===== src/rtl/dimc_psum_collector.sv =====
// -----------------------------------------------------------------------------
// dimc_psum_collector
//   Downstream stage of the DIMC macro. Every RCK edge with READYN low is one
//   DIMC result. cfg_tiles consecutive partial sums (one per row tile) are
//   summed into one signed ACC_W word. Finished words are queued in a small
//   FIFO and handed to the vector processor over a valid/ready port. One
//   result per RCK cycle is sustained with no bubbles.
//
//   Optional feature: define DIMC_COLLECT_SAT_EN to saturate every add to the
//   signed ACC_W range instead of wrapping. ovf is raised in both builds.
//
// Ports
//   RCK         in   clock, all logic on posedge
//   RESETn      in   synchronous reset, active-low
//   READYN      in   DIMC result valid, active-low
//   PSOUT       in   DIMC partial sum, signed PSUM_W
//   RES_OUT     in   DIMC result bits (3)
//   SOUT        in   DIMC sign/serial bit
//   cfg_tiles   in   partial sums per output word, 0 treated as 1
//   clear       in   abort current group (acc and tile counter to 0)
//   out_valid   out  FIFO non-empty
//   out_ready   in   consumer accepts head when out_valid & out_ready
//   out_data    out  FIFO head word, 0 when empty
//   out_flags   out  {RES_OUT,SOUT} of the head word's final tile, 0 when empty
//   fifo_count  out  FIFO occupancy
//   busy        out  group in progress
//   ovf         out  sticky signed-overflow flag
//   drop        out  sticky lost-word flag (push into a full FIFO)
// -----------------------------------------------------------------------------
module dimc_psum_collector #(
  parameter int PSUM_W     = 24,
  parameter int ACC_W      = 32,
  parameter int TILES_W    = 4,
  parameter int FIFO_DEPTH = 8
) (
  input  logic                          RCK,
  input  logic                          RESETn,
  input  logic                          READYN,
  input  logic [PSUM_W-1:0]             PSOUT,
  input  logic [2:0]                    RES_OUT,
  input  logic                          SOUT,
  input  logic [TILES_W-1:0]            cfg_tiles,
  input  logic                          clear,
  output logic                          out_valid,
  input  logic                          out_ready,
  output logic [ACC_W-1:0]              out_data,
  output logic [3:0]                    out_flags,
  output logic [$clog2(FIFO_DEPTH):0]   fifo_count,
  output logic                          busy,
  output logic                          ovf,
  output logic                          drop
);

  localparam int PTR_W = $clog2(FIFO_DEPTH);
  localparam int CNT_W = PTR_W + 1;
  localparam int ENT_W = ACC_W + 4;

  // Signed ACC_W add; returns {overflow, result}. The result wraps or
  // saturates depending on the build.
  function automatic logic [ACC_W:0] acc_add(input logic [ACC_W-1:0] a,
                                             input logic [ACC_W-1:0] b);
    logic [ACC_W-1:0] s;
    logic             o;
    s = a + b;
    o = (a[ACC_W-1] == b[ACC_W-1]) && (s[ACC_W-1] != a[ACC_W-1]);
`ifdef DIMC_COLLECT_SAT_EN
    if (o) begin
      // Both operands share a sign on overflow; clamp toward that sign.
      s = a[ACC_W-1] ? {1'b1, {(ACC_W-1){1'b0}}} : {1'b0, {(ACC_W-1){1'b1}}};
    end else begin
      s = s;
    end
`endif
    return {o, s};
  endfunction

  // State
  logic [TILES_W-1:0] tile_cnt_q, tile_cnt_d;
  logic [TILES_W-1:0] n_tiles_q, n_tiles_d;
  logic [ACC_W-1:0]   acc_q, acc_d;
  logic               ovf_q, ovf_d;
  logic               drop_q, drop_d;
  logic [PTR_W-1:0]   wr_ptr_q, wr_ptr_d;
  logic [PTR_W-1:0]   rd_ptr_q, rd_ptr_d;
  logic [CNT_W-1:0]   count_q, count_d;
  logic [ENT_W-1:0]   mem_q [FIFO_DEPTH];

  // Datapath helpers
  logic [ACC_W-1:0]   sext_s;
  logic [ACC_W:0]     add_res_s;
  logic [ACC_W-1:0]   sum_s;
  logic               first_s;
  logic               last_s;
  logic               sample_s;
  logic [TILES_W-1:0] eff_tiles_s;
  logic               push_s;
  logic               push_ok_s;
  logic               pop_s;
  logic               full_s;
  logic               nonempty_s;

  // Sample qualification, tile accounting, FIFO push/pop decisions.
  always_comb begin
    sext_s      = {{(ACC_W-PSUM_W){PSOUT[PSUM_W-1]}}, PSOUT};
    sample_s    = ~READYN & ~clear;           // clear wins over a sample
    first_s     = (tile_cnt_q == {TILES_W{1'b0}});
    // cfg_tiles is only honoured at the first tile of a group
    if (first_s) begin
      eff_tiles_s = (cfg_tiles == {TILES_W{1'b0}}) ? TILES_W'(1) : cfg_tiles;
    end else begin
      eff_tiles_s = n_tiles_q;
    end
    add_res_s   = acc_add(acc_q, sext_s);
    sum_s       = first_s ? sext_s : add_res_s[ACC_W-1:0];
    last_s      = (tile_cnt_q == (eff_tiles_s - TILES_W'(1)));
    nonempty_s  = (count_q != {CNT_W{1'b0}});
    full_s      = (count_q == CNT_W'(FIFO_DEPTH));
    pop_s       = nonempty_s & out_ready;
    push_s      = sample_s & last_s;
    push_ok_s   = push_s & (~full_s | pop_s);

    tile_cnt_d  = tile_cnt_q;
    n_tiles_d   = n_tiles_q;
    acc_d       = acc_q;
    if (clear) begin
      tile_cnt_d = {TILES_W{1'b0}};
      acc_d      = {ACC_W{1'b0}};
    end else if (sample_s) begin
      acc_d = sum_s;
      if (first_s) begin
        n_tiles_d = eff_tiles_s;
      end else begin
        n_tiles_d = n_tiles_q;
      end
      if (last_s) begin
        tile_cnt_d = {TILES_W{1'b0}};
      end else begin
        tile_cnt_d = tile_cnt_q + TILES_W'(1);
      end
    end else begin
      tile_cnt_d = tile_cnt_q;
    end

    // The first tile is a plain load, so it can never overflow.
    ovf_d    = ovf_q | (sample_s & ~first_s & add_res_s[ACC_W]);
    drop_d   = drop_q | (push_s & full_s & ~pop_s);

    wr_ptr_d = push_ok_s ? (wr_ptr_q + PTR_W'(1)) : wr_ptr_q;
    rd_ptr_d = pop_s ? (rd_ptr_q + PTR_W'(1)) : rd_ptr_q;
    count_d  = count_q + CNT_W'(push_ok_s) - CNT_W'(pop_s);
  end

  // Control and status registers with synchronous active-low reset.
  always_ff @(posedge RCK) begin
    if (!RESETn) begin
      tile_cnt_q <= {TILES_W{1'b0}};
      n_tiles_q  <= {TILES_W{1'b0}};
      acc_q      <= {ACC_W{1'b0}};
      ovf_q      <= 1'b0;
      drop_q     <= 1'b0;
      wr_ptr_q   <= {PTR_W{1'b0}};
      rd_ptr_q   <= {PTR_W{1'b0}};
      count_q    <= {CNT_W{1'b0}};
    end else begin
      tile_cnt_q <= tile_cnt_d;
      n_tiles_q  <= n_tiles_d;
      acc_q      <= acc_d;
      ovf_q      <= ovf_d;
      drop_q     <= drop_d;
      wr_ptr_q   <= wr_ptr_d;
      rd_ptr_q   <= rd_ptr_d;
      count_q    <= count_d;
    end
  end

  // FIFO storage; contents are qualified by count_q so no reset is needed.
  always_ff @(posedge RCK) begin
    if (RESETn && push_ok_s) begin
      mem_q[wr_ptr_q] <= {sum_s, RES_OUT, SOUT};
    end
  end

  // Output view of the registered state; the head is forced to 0 when empty.
  always_comb begin
    out_valid  = nonempty_s;
    if (nonempty_s) begin
      out_data  = mem_q[rd_ptr_q][ENT_W-1:4];
      out_flags = mem_q[rd_ptr_q][3:0];
    end else begin
      out_data  = {ACC_W{1'b0}};
      out_flags = 4'b0000;
    end
    fifo_count = count_q;
    busy       = ~first_s;
    ovf        = ovf_q;
    drop       = drop_q;
  end

endmodule


===== config.mk =====
export PLATFORM = sky130hd
export DESIGN_NAME = dimc_psum_collector
export DESIGN_NICKNAME = d
export VERILOG_FILES = /design/src/rtl/dimc_psum_collector.sv
export SDC_FILE = /design/constraint.sdc
export NUM_CORES = 1
export LEC_CHECK = 0
export BUFFER_PORTS_ARGS = -buffer_cell sky130_fd_sc_hd__buf_2
export CAP_MARGIN = 25
export CORE_MARGIN = 1
export CORE_UTILIZATION = 30
export CTS_BUF_LIST = sky130_fd_sc_hd__clkbuf_16
export CTS_CLUSTER_DIAMETER = 120
export CTS_CLUSTER_SIZE = 10
export DETAILED_ROUTE_END_ITERATION = 10
export PLACE_DENSITY = 0.5
export RECOVER_POWER = 50
export SYNTH_ARGS = -nofsm -noshare
export SYNTH_HDL_FRONTEND = slang
export SYNTH_SLANG_ARGS = --single-unit

===== constraint.sdc =====
create_clock -name RCK -period 6.1 [get_ports RCK]
set_input_delay 0.915 -clock RCK [delete_from_list [all_inputs] [get_ports RCK]]
set_output_delay 0.915 -clock RCK [all_outputs]
set_load 0.01 [all_outputs]

==> results of run 1 <==
## cell usage in the layout (no fill, tap or decap), drive strengths merged, types with 47 or more instances in the layout
cell type / instances
edfxtp: 288
nor2: 87
dfxtp: 55
mux2i: 54
a21oi: 55
clkbuf: 79
inv: 47
mux4: 72
nand2: 60
buf: 68
## per-layer routing
metal | vias up | GRT usage, %
met1 | 4509 | 19.4
met2 | 137 | 22.6
met3 | 39 | 2.12
met4 | 0 | 3.98
met5 | - | 0
li1 | 4178 | -
## synthesized netlist by cell type, types with 3 or more instances
cell      instances
a211oi_1          3
nand2_1          57
inv_1            32
nand2b_1         19
xor2_1           18
o211a_1           9
a21oi_1          53
nor2b_1          13
dfxtp_1          55
o21a_1            8
mux4_2           72
nor4_1            3
o21ai_0          34
and3_1            4
mux2i_1          54
and2_1           13
clkbuf_1         23
buf_1            16
clkbuf_8          5
a31oi_1           6
nand3_1          12
nand4_1           5
nand2_2           3
xnor2_1          22
a21boi_0          5
o21bai_1          8
a21o_1           11
nor3_1            8
nor2_1           87
ha_1             41
edfxtp_1        288
## kinds of logic (layout without fill, tap and decap cells)
kind of cell | count (synthesis) | after routing
AO/OA/AOI/OAI | 170 | 170
XOR/XNOR | 40 | 40
adder cells (fa/ha/maj) | 43 | 43
buffers and inverters | 80 | 197
flip-flops | 343 | 343
multiplexers | 127 | 127
AND/OR/NAND/NOR | 241 | 241
## sequential cells by signal (all words and copies together) (netlist names), 3 cells and up, named ones only
| name | cells |
|---|---|
| tile_cnt_q | 4 |
| wr_ptr_q | 3 |
| fifo_count | 4 |
| mem_q | 288 |
| acc_q | 32 |
| rd_ptr_q | 3 |
| n_tiles_q | 4 |
## how the worst min path moves through the flow
stage                           to  cells after the start  slack [ns]
after floorplan           acc_q[3]                      2        0.43
after global placement    acc_q[4]                      2        0.45
after detailed placement  acc_q[6]                      2        0.45
after CTS                 acc_q[6]                      2        0.46
after global routing      acc_q[4]                      2        0.49
final                     acc_q[4]                      2        0.46
## worst max-delay path, cell delays in order (launching register included)
cell	delay [ns]
dfxtp_1	0.35
inv_1	0.10
ha_1	0.19
nor3b_1	0.39
buf_4	0.43
mux2i_1	0.25
ha_1	0.18
xor2_1	0.18
xnor2_1	0.09
nor2_1	0.14
and3_1	0.24
and2_0	0.21
nand2_1	0.21
nor3_2	0.79
buf_12	0.32
## area by class of cell
| type | count | area [um2] |
|---|---|---|
| Clock buffer | 42 | 1050 |
| Clock inverter | 18 | 83.8 |
| Fill cell | 5039 | 33500 |
| Inverter | 32 | 120 |
| Multi-Input combinational cell | 621 | 5380 |
| Sequential cell | 343 | 9760 |
| Tap cell | 680 | 851 |
| Timing Repair Buffer | 105 | 532 |
## report_power, final
group	switching [uW]	leakage, uW	internal, uW
clock	904	0.000606	1220
sequential	121	0.00304	2600
combinational	718	0.00243	623
total	1740	0.00607	4440
## metrics by stage
| stage | area [um2] | hold WS [ns] | utilization (%) | total power (uW) |
|---|---|---|---|---|
| after detailed placement | 16800 | 0.455 | 32.7 | 4180 |
| after floorplan | 15600 | 0.433 | - | 3690 |
| after global routing | 17800 | 0.489 | 34.7 | 6520 |
| after global placement | 16800 | 0.452 | 32.7 | 4170 |
| after CTS | 17900 | 0.463 | 35.0 | 6340 |
| final | 17800 | 0.461 | 34.7 | 6180 |
==> flow_metrics.env, run 1 <==
export IMPL_end_kind="register"
export IMPL_r2r_end="mem_q[2][2]"
export IMPL_wl_met1_mm=17.4
export IMPL_coreArea_um2=51300
export IMPL_ios=81
export IMPL_synthXorXnorAreaFrac_pct=2.25
export IMPL_die_height_um=230
export IMPL_dieArea_um2=52800
export IMPL_finalSetupTns_ns=0
export IMPL_grt_pass1_vias=9274
export IMPL_synth_cells=1044
export IMPL_synthSimpleGateAreaFrac_pct=7.40
export IMPL_grt_max_degree=56
export IMPL_grt_first_pass_wirelength_mm=56.0
export IMPL_synth_cell_types=74
export IMPL_regToRegSetupSlack_ns=1.68
export IMPL_hp_start="acc_q[4]"
export IMPL_dp_cells=1778
export IMPL_antenna_found_initial=0
export IMPL_grt_ovfl_total=0
export IMPL_drc=2
export IMPL_ff2ff_path_depth=14
export IMPL_rsz0062_at_grt="false"
export IMPL_stdcell_count=1841
export IMPL_floorplan_rows=83
export IMPL_power_leakage_uw=0.00607
export IMPL_drt_iter0_markers=520
export IMPL_portBuffers=80
export IMPL_via_per_inst=4.81
export IMPL_finalCriticalPeriod_ns=4.42
export IMPL_gp_congestion=0.737
export IMPL_hold_path_class="register to register"
export IMPL_crit_type="register to register"
export IMPL_crit_start="tile_cnt_q[0]"
export IMPL_netlist_top_cells_area="edfxtp_1 56%, mux4_2 10%, dfxtp_1 7.1%"
export IMPL_crit_end="mem_q[2][2]"
export IMPL_peakVddDrop_uv=211
export IMPL_syn_cell_area_um2=15600
export IMPL_wl_met3_mm=1.19
export IMPL_syn_nets=1124
export IMPL_synthArstFlopShare_pct=0
export IMPL_route_top_layer_used="met4"
export IMPL_synth_compound_area_share_pct=7.79
export IMPL_htree_levels=2
export IMPL_yosys_warnings=0
export IMPL_vias=8863
export IMPL_clk_insertion_delay_late_ns=0.56
export IMPL_required_ns=6.31
export IMPL_drive_gt1_share_pct=17.8
export IMPL_power_density_nw_per_um2=348
export IMPL_nNetsFinal=1223
export IMPL_r2r_start="tile_cnt_q[0]"
export IMPL_cts_buffers_inserted=40
export IMPL_synth_sequential_area_ratio_pct=62.7
export IMPL_synthFlopType="edfxtp_1"
export IMPL_clkSinkCount=343
export IMPL_wl_met2_mm=17.0
export IMPL_maxCapViolCount=3
export IMPL_first_pass_iters=8
export IMPL_die_w_um=230
export IMPL_avgSynthCellArea_um2=14.9
export IMPL_grt_usage_pct=14.0
export IMPL_postCtsHoldBufs=0
export IMPL_synth_area_mux_share_pct=14.0
export IMPL_yosysTopAreaCell="edfxtp_1"
export IMPL_slew_limit_headroom_pct=-52.4
export IMPL_synth_edf_count=288
export IMPL_finalHoldViolations=0
export IMPL_synth_top_family_by_area="multiplexers"
export IMPL_outcome="finished, violations left"
export IMPL_setup_worst_path_start_class="register"
export IMPL_finalSetupViolCount=0
export IMPL_cts_resized_gates=0
export IMPL_wl_per_cell_um=19.7
export IMPL_path_clk_slew_ns=0.05
export IMPL_worst_slew_pin_slew_ns=2.29
export IMPL_fin_worst_skew_ns=0.0415
export IMPL_place_ws_ns=1.75
export IMPL_max_freq_ghz=0.226
export IMPL_tritoncts="done"
export IMPL_root_buffer="clkbuf_16"
export IMPL_synth_top_area_share_pct=55.6
export IMPL_hpwl_mm=22.2
export IMPL_arrival_ns=4.63
export IMPL_cts_max_path_buffers=3
export IMPL_postCtsSetupRepairBufs=0
export IMPL_ys_ff_latch=343
export IMPL_drv_slew=77
export IMPL_start_util_pct=30.3
export IMPL_crit_fanout=32
export IMPL_period_share_pct=72.4
export IMPL_wl_mm=36.2
export IMPL_setup_slack_ns=1.68
export IMPL_antenna_left=0
export IMPL_antenna_cells=0
export IMPL_violations="DRC, capacitance limit, slew limit"
export IMPL_areaGrowthSynthToFinish_pct=14.3
export IMPL_synth_fa_ha_area_share_pct=3.56
Note: power is estimated with default switching activity, not from simulation.
==> run 2: changes to the inputs <==
Settings changed: ABC_AREA set to 1, PLACE_DENSITY 0.5 to 0.49.
Clock period 6.1 ns to 3.7 ns, I/O delays scaled along.
==> run 2 against run 1 <==
- the run now ends clean
- clock power rose by 66%
- die area rose by 5.5%
- global-route usage rose by 2.1 points
- cell area rose by 6.8%
- total power rose by 75%
- cell count rose by 41%
- maximum frequency rose by 38%
- flip-flop and latch count did not move
- setup slack got worse by 1.2 ns
==> flow_metrics.env, run 2 <==
export IMPL_nFillCells=5490
export IMPL_syn_cell_area_um2=16400
export IMPL_drc=0
export IMPL_power_density_nw_per_um2=570
export IMPL_synth_cells=1782
export IMPL_postCtsSetupRepairBufs=0
export IMPL_power_leakage_uw=0.00780
export IMPL_clk_insertion_delay_late_ns=0.56
export IMPL_hold_path_class="primary input to register"
export IMPL_portBuffers=80
export IMPL_gp_congestion=0.845
export IMPL_p_int_uw=7240
export IMPL_rsz0062_at_grt="false"
export IMPL_wl_mm=44.5
export IMPL_grt_usage_pct=16.0
export IMPL_synth_top_area_share_pct=52.7
export IMPL_dieArea_um2=55700
export IMPL_regMostFlops="mem_q"
export IMPL_synth_most_common_cell="nor2_1"
export IMPL_p_sw_share_pct=33.1
export IMPL_crit_fanout=6
export IMPL_avgSynthCellArea_um2=9.21
export IMPL_antenna_found_initial=3
export IMPL_arrival_ns=3.65
export IMPL_nNetsFinal=1950
export IMPL_synth_edf_count=288
export IMPL_drt_iter0_markers=780
export IMPL_syn_nets=1862
export IMPL_peakVddDrop_uv=312
export IMPL_floorplan_rows=85
export IMPL_wl_met2_mm=20.7
export IMPL_path_clk_slew_ns=0.06
export IMPL_die_w_um=236
export IMPL_finalSetupTns_ns=0
export IMPL_yosysTopAreaCell="edfxtp_1"
export IMPL_synth_sequential_area_ratio_pct=59.4
export IMPL_grt_first_pass_wirelength_mm=69.4
export IMPL_synthFlopType="edfxtp_1"
export IMPL_finalSetupViolCount=0
export IMPL_end_kind="register"
export IMPL_ios=81
export IMPL_whs_ns=0.284
export IMPL_wl_per_cell_um=17.2
export IMPL_maxCapViolCount=0
export IMPL_clkSinkCount=343
export IMPL_antenna_cells=0
export IMPL_netlist_top_cells_area="edfxtp_1 53%, nor2_1 7.9%, nand2_1 7.7%"
export IMPL_fin_worst_skew_ns=0.0131
export IMPL_coreArea_um2=53900
export IMPL_outcome="finished clean"
export IMPL_final_cell_mix="342 x nor2_1, 337 x nand2_1, 288 x edfxtp_1"
export IMPL_mostFrequentLayoutCell="nor2_1"
export IMPL_postCtsHoldBufs=0
export IMPL_synthArstFlopShare_pct=0
export IMPL_ys_ff_latch=343
export IMPL_cts_buffers_inserted=40
export IMPL_antenna_left=0
export IMPL_seqPwrFrac_pct=40.0
export IMPL_finalCriticalPeriod_ns=3.21
export IMPL_first_pass_iters=5
export IMPL_slew_limit_headroom_pct=44.1
export IMPL_synth_common_cells="346 x nor2_1, 335 x nand2_1, 288 x edfxtp_1, 210 x o21ai_0, 181 x inv_1"
export IMPL_start_util_pct=30.5
export IMPL_finalHoldViolations=0
export IMPL_route_top_layer_used="met5"
export IMPL_largest_register_ffs=288
export IMPL_wl_met3_mm=1.71
export IMPL_die_height_um=236
export IMPL_grt_pass1_vias=12000
export IMPL_vias=12300
export IMPL_cts_max_path_buffers=3
export IMPL_yosys_warnings=0
export IMPL_crit_type="register to register"
export IMPL_drv_slew=0
export IMPL_cts_resized_gates=0
export IMPL_root_buffer="clkbuf_16"
export IMPL_synth_cell_types=36
export IMPL_grt_ovfl_total=0
export IMPL_power_switching_uw=3580
export IMPL_max_freq_ghz=0.311
export IMPL_reg_top3="mem_q: 288 flops, acc_q: 32 flops"
export IMPL_via_per_inst=4.77
export IMPL_power_frac_comb_pct=27.4
export IMPL_worst_slew_pin_slew_ns=0.838
export IMPL_grt_max_degree=108
export IMPL_required_ns=4.13
export IMPL_p_clk_share_pct=32.6
export IMPL_hpwl_mm=29.8
export IMPL_tritoncts="done"
export IMPL_htree_levels=2
export IMPL_areaGrowthSynthToFinish_pct=15.6
export IMPL_wl_met1_mm=21.4
export IMPL_setup_worst_path_start_class="register"
export IMPL_drive_gt1_share_pct=9.78
export IMPL_period_share_pct=86.8
[run 2: cell count changes after synthesis, sizes merged, moves of 26 or more]
cell and change:
nor2 +273, clkbuf +38, mux4 -72, nand3 +63, nand2 +284, mux2i -54, inv +151, a21oi -26
o22ai +36, o21ai +171, a31oi +28
[run 2: critical path, stage by stage, from the launching register on]
cell and delay [ns]:
dfxtp_1 0.33, inv_1 0.12, ha_1 0.27, nand2_1 0.17, nand2_4 0.11, nand2_2 0.06
nor2_4 0.11, ha_1 0.17, xor2_1 0.19, inv_1 0.06, nand2_1 0.07, nand3_2 0.08
nor2_4 0.15, nand3_2 0.13, nor2_4 0.19, nand2_1 0.07, nand2_1 0.06, ha_1 0.13
inv_1 0.06, fa_1 0.37, xor2_1 0.14, nor2_1 0.05
[run 2: path summary, 6_finish.rpt]
kind                 start            end  slack (ns)  cells after the start
min reg2reg    rd_ptr_q[2]       register        0.46                      2
max          tile_cnt_q[0]  fifo_count[2]        0.49                     21
max reg2reg  tile_cnt_q[0]  fifo_count[2]        0.49                     21
min           cfg_tiles[3]   n_tiles_q[3]        0.28                      3
[run 2: stage by stage]
| step | setup slack, ns | util, % | total power, uW | std cells | area [um2] |
|---|---|---|---|---|---|
| floorplan | -0.412 | - | 6210 | 1782 | 16400 |
| global placement | 0.464 | 33.2 | 7440 | 2524 | 17900 |
| detailed placement | 0.455 | 33.2 | 7460 | 2524 | 17900 |
| CTS | 0.434 | 35.3 | 11000 | 2587 | 19000 |
| global route | 0.0849 | 35.2 | 11400 | 2587 | 19000 |
| finish | 0.488 | 35.2 | 10800 | 2587 | 19000 |
[run 2: cell families after synthesis]
family                   after synthesis  share of synthesized area (%)
AO/OA/AOI/OAI                        321                           10.5
AND/OR/NAND/NOR                      797                           19.8
XOR/XNOR                              17                          0.907
adder cells (fa/ha/maj)               43                           3.37
buffers and inverters                261                           6.00
flip-flops                           343                           59.4
[run 2: area by class of cell]
type                       count  area (um2)  area share (%)
timing repair buffer         121         788            4.15
clock inverter                22         120           0.633
multi-input combinational   1178        5720            30.1
clock buffer                  41        1030            5.41
tap                          696         871            4.59
inverter                     186         701            3.69
sequential                   343        9750            51.4
[run 2: power groups by stage]
stage / sequential [uW] / clock (uW) / combinational, uW
finish: 4330 / 3530 / 2960
global route: 4330 / 3770 / 3330
CTS: 4330 / 3620 / 3060
detailed placement: 4410 / 0 / 3060
global placement: 4400 / 0 / 3030
floorplan: 4390 / 0 / 1820
[run 2: routing by layer]
metal	vias to the layer above	track usage [%]
li1	6155	-
met1	5901	22.0
met2	220	26.6
met3	51	2.17
met4	2	3.76
met5	-	0
==> run 3: changes to the inputs <==
Settings changed: CORE_ASPECT_RATIO set to 1.75.
==> run 3 against run 2 <==
- clock-buffer cell count increased by 1
- highest routed layer unchanged
- register-to-register slack got worse by 0.05 ns
- combinational power decreased by 2%
- largest cell class unchanged
==> flow_metrics.env, run 3 (synthesis results as in run 2) <==
export IMPL_outcome="finished clean"
export IMPL_drv_slew=0
export IMPL_grt_usage_pct=16.7
export IMPL_fin_area_um2=18900
export IMPL_crit_chain="buf_4 -> buf_4 -> o21ai_0 -> o22ai_1 -> o21ai_0 -> a31oi_1 -> buf_2"
export IMPL_ios=81
export IMPL_clk_insertion_delay_late_ns=0.55
export IMPL_postCtsHoldBufs=0
export IMPL_grt_max_degree=73
export IMPL_finalCriticalPeriod_ns=3.27
export IMPL_largest_register_ffs=288
export IMPL_arrival_ns=2.72
export IMPL_crit_type="register to primary output"
export IMPL_cts_buffers_inserted=40
export IMPL_vias=12300
export IMPL_coreArea_um2=54200
export IMPL_drt_iter0_markers=649
export IMPL_end_kind="primary output"
export IMPL_placed_area_um2=17800
export IMPL_regMostFlops="mem_q"
export IMPL_path_clk_slew_ns=0.06
export IMPL_die_w_um=179
export IMPL_maxCapViolCount=0
export IMPL_mostFrequentLayoutCell="nor2_1"
export IMPL_power_frac_comb_pct=26.9
export IMPL_postCtsSetupRepairBufs=0
export IMPL_clkSinkCount=343
export IMPL_p_clk_share_pct=32.5
export IMPL_grt_pass1_vias=12600
export IMPL_finalHoldViolations=0
export IMPL_cts_resized_gates=0
export IMPL_nNetsFinal=1945
export IMPL_die_height_um=311
export IMPL_slew_limit_headroom_pct=40.3
export IMPL_required_ns=3.14
export IMPL_power_density_nw_per_um2=568
export IMPL_setup_worst_path_start_class="register"
export IMPL_drc=0
export IMPL_seqPwrFrac_pct=40.6
export IMPL_floorplan_rows=113
export IMPL_dieArea_um2=55700
export IMPL_peakVddDrop_uv=288
export IMPL_root_buffer="clkbuf_16"
export IMPL_crit_fanout=35
export IMPL_antenna_left=0
export IMPL_p_sw_share_pct=32.7
export IMPL_wl_per_cell_um=17.9
export IMPL_grt_ovfl_total=0
export IMPL_power_switching_uw=3510
export IMPL_gp_congestion=0.916
export IMPL_cp_top_family="buffers and inverters"
export IMPL_period_share_pct=88.4
export IMPL_power_leakage_uw=0.00774
export IMPL_cpPeakStageDelay_ns=0.61
export IMPL_fin_worst_skew_ns=0.0334
export IMPL_finalSetupViolCount=0
export IMPL_finalSetupTns_ns=0
export IMPL_grt_first_pass_wirelength_mm=71.1
export IMPL_portBuffers=80
export IMPL_first_pass_iters=7
export IMPL_htree_levels=2
export IMPL_cts_max_path_buffers=3
export IMPL_p_total_uw=10700
export IMPL_final_cell_mix="342 x nor2_1, 337 x nand2_1, 288 x edfxtp_1"
export IMPL_worst_path_max_delay_cell="dfxtp_4"
export IMPL_wl_mm=46.1
export IMPL_areaGrowthSynthToFinish_pct=15.1
export IMPL_reg_top3="mem_q: 288 flops, acc_q: 32 flops"
export IMPL_antenna_found_initial=4
export IMPL_via_per_inst=4.80
export IMPL_hold_path_class="primary input to register"
export IMPL_start_util_pct=30.3
export IMPL_drive_gt1_share_pct=9.68
export IMPL_p_int_uw=7230
export IMPL_tritoncts="done"
export IMPL_rsz0062_at_grt="false"
export IMPL_hpwl_mm=31.6
export IMPL_max_freq_ghz=0.306
export IMPL_worst_slew_pin_slew_ns=0.886
export IMPL_critical_path_buf_inv_count=3
[run 3: worst paths after layout]
kind         cells after the start             to  slack [ns]     startpoint
max                              7   out_data[14]        0.43       register
min                              3   n_tiles_q[1]        0.30   cfg_tiles[1]
max reg2reg                     19  fifo_count[2]        0.44  tile_cnt_q[0]
min reg2reg                      2       register        0.47    rd_ptr_q[2]
[run 3: worst reg2reg max path: stages (launching register included)]
cell	delay, ns
dfxtp_1	0.39
inv_1	0.10
ha_1	0.28
nand2_1	0.21
nand2_1	0.08
nand2_1	0.11
inv_1	0.05
ha_1	0.28
xor2_1	0.17
nand3_2	0.11
nor2_4	0.15
nand3_2	0.13
nor2_4	0.18
nand2_1	0.07
nand2_1	0.06
ha_1	0.14
inv_1	0.06
fa_1	0.37
xor2_1	0.15
nor2_1	0.05
[run 3: power groups by stage]
stage | combinational (uW) | sequential, uW | clock, uW
floorplan | 1820 | 4390 | 0
global placement | 2960 | 4440 | 0
detailed placement | 2990 | 4440 | 0
CTS | 3000 | 4360 | 3590
global route | 3280 | 4370 | 3710
finish | 2890 | 4360 | 3490
[run 3: metrics by stage]
stage                     hold slack, ns  std cells  util (%)  worst slack, ns
after global routing               0.296       2571      34.9            0.127
after global placement             0.452       2512      32.9            0.465
after detailed placement           0.460       2512      32.9            0.439
final                              0.301       2571      34.9            0.429
after CTS                          0.274       2569      35.0            0.372
after floorplan                    0.433       1782         -           -0.412
[run 3: cell type report]
| cell class | count | area (um2) |
|---|---|---|
| fill | 5471 | 35300 |
| sequential | 343 | 9750 |
| multi-input combinational | 1178 | 5720 |
| clock buffer | 42 | 1050 |
| tap | 690 | 863 |
| timing repair buffer | 116 | 731 |
| inverter | 186 | 701 |
| clock inverter | 15 | 73.8 |
| antenna | 1 | 2.50 |
[run 3: layer usage]
| metal | part of all wire [%] | up-vias | global-route usage, % |
|---|---|---|---|
| met3 | 3.0 | 86 | 1.88 |
| met4 | 3.4 | 6 | 6.76 |
| met2 | 55 | 232 | 32.5 |
| li1 | - | 6119 | - |
| met1 | 38 | 5894 | 17.7 |
| met5 | 0.072 | - | 0 |
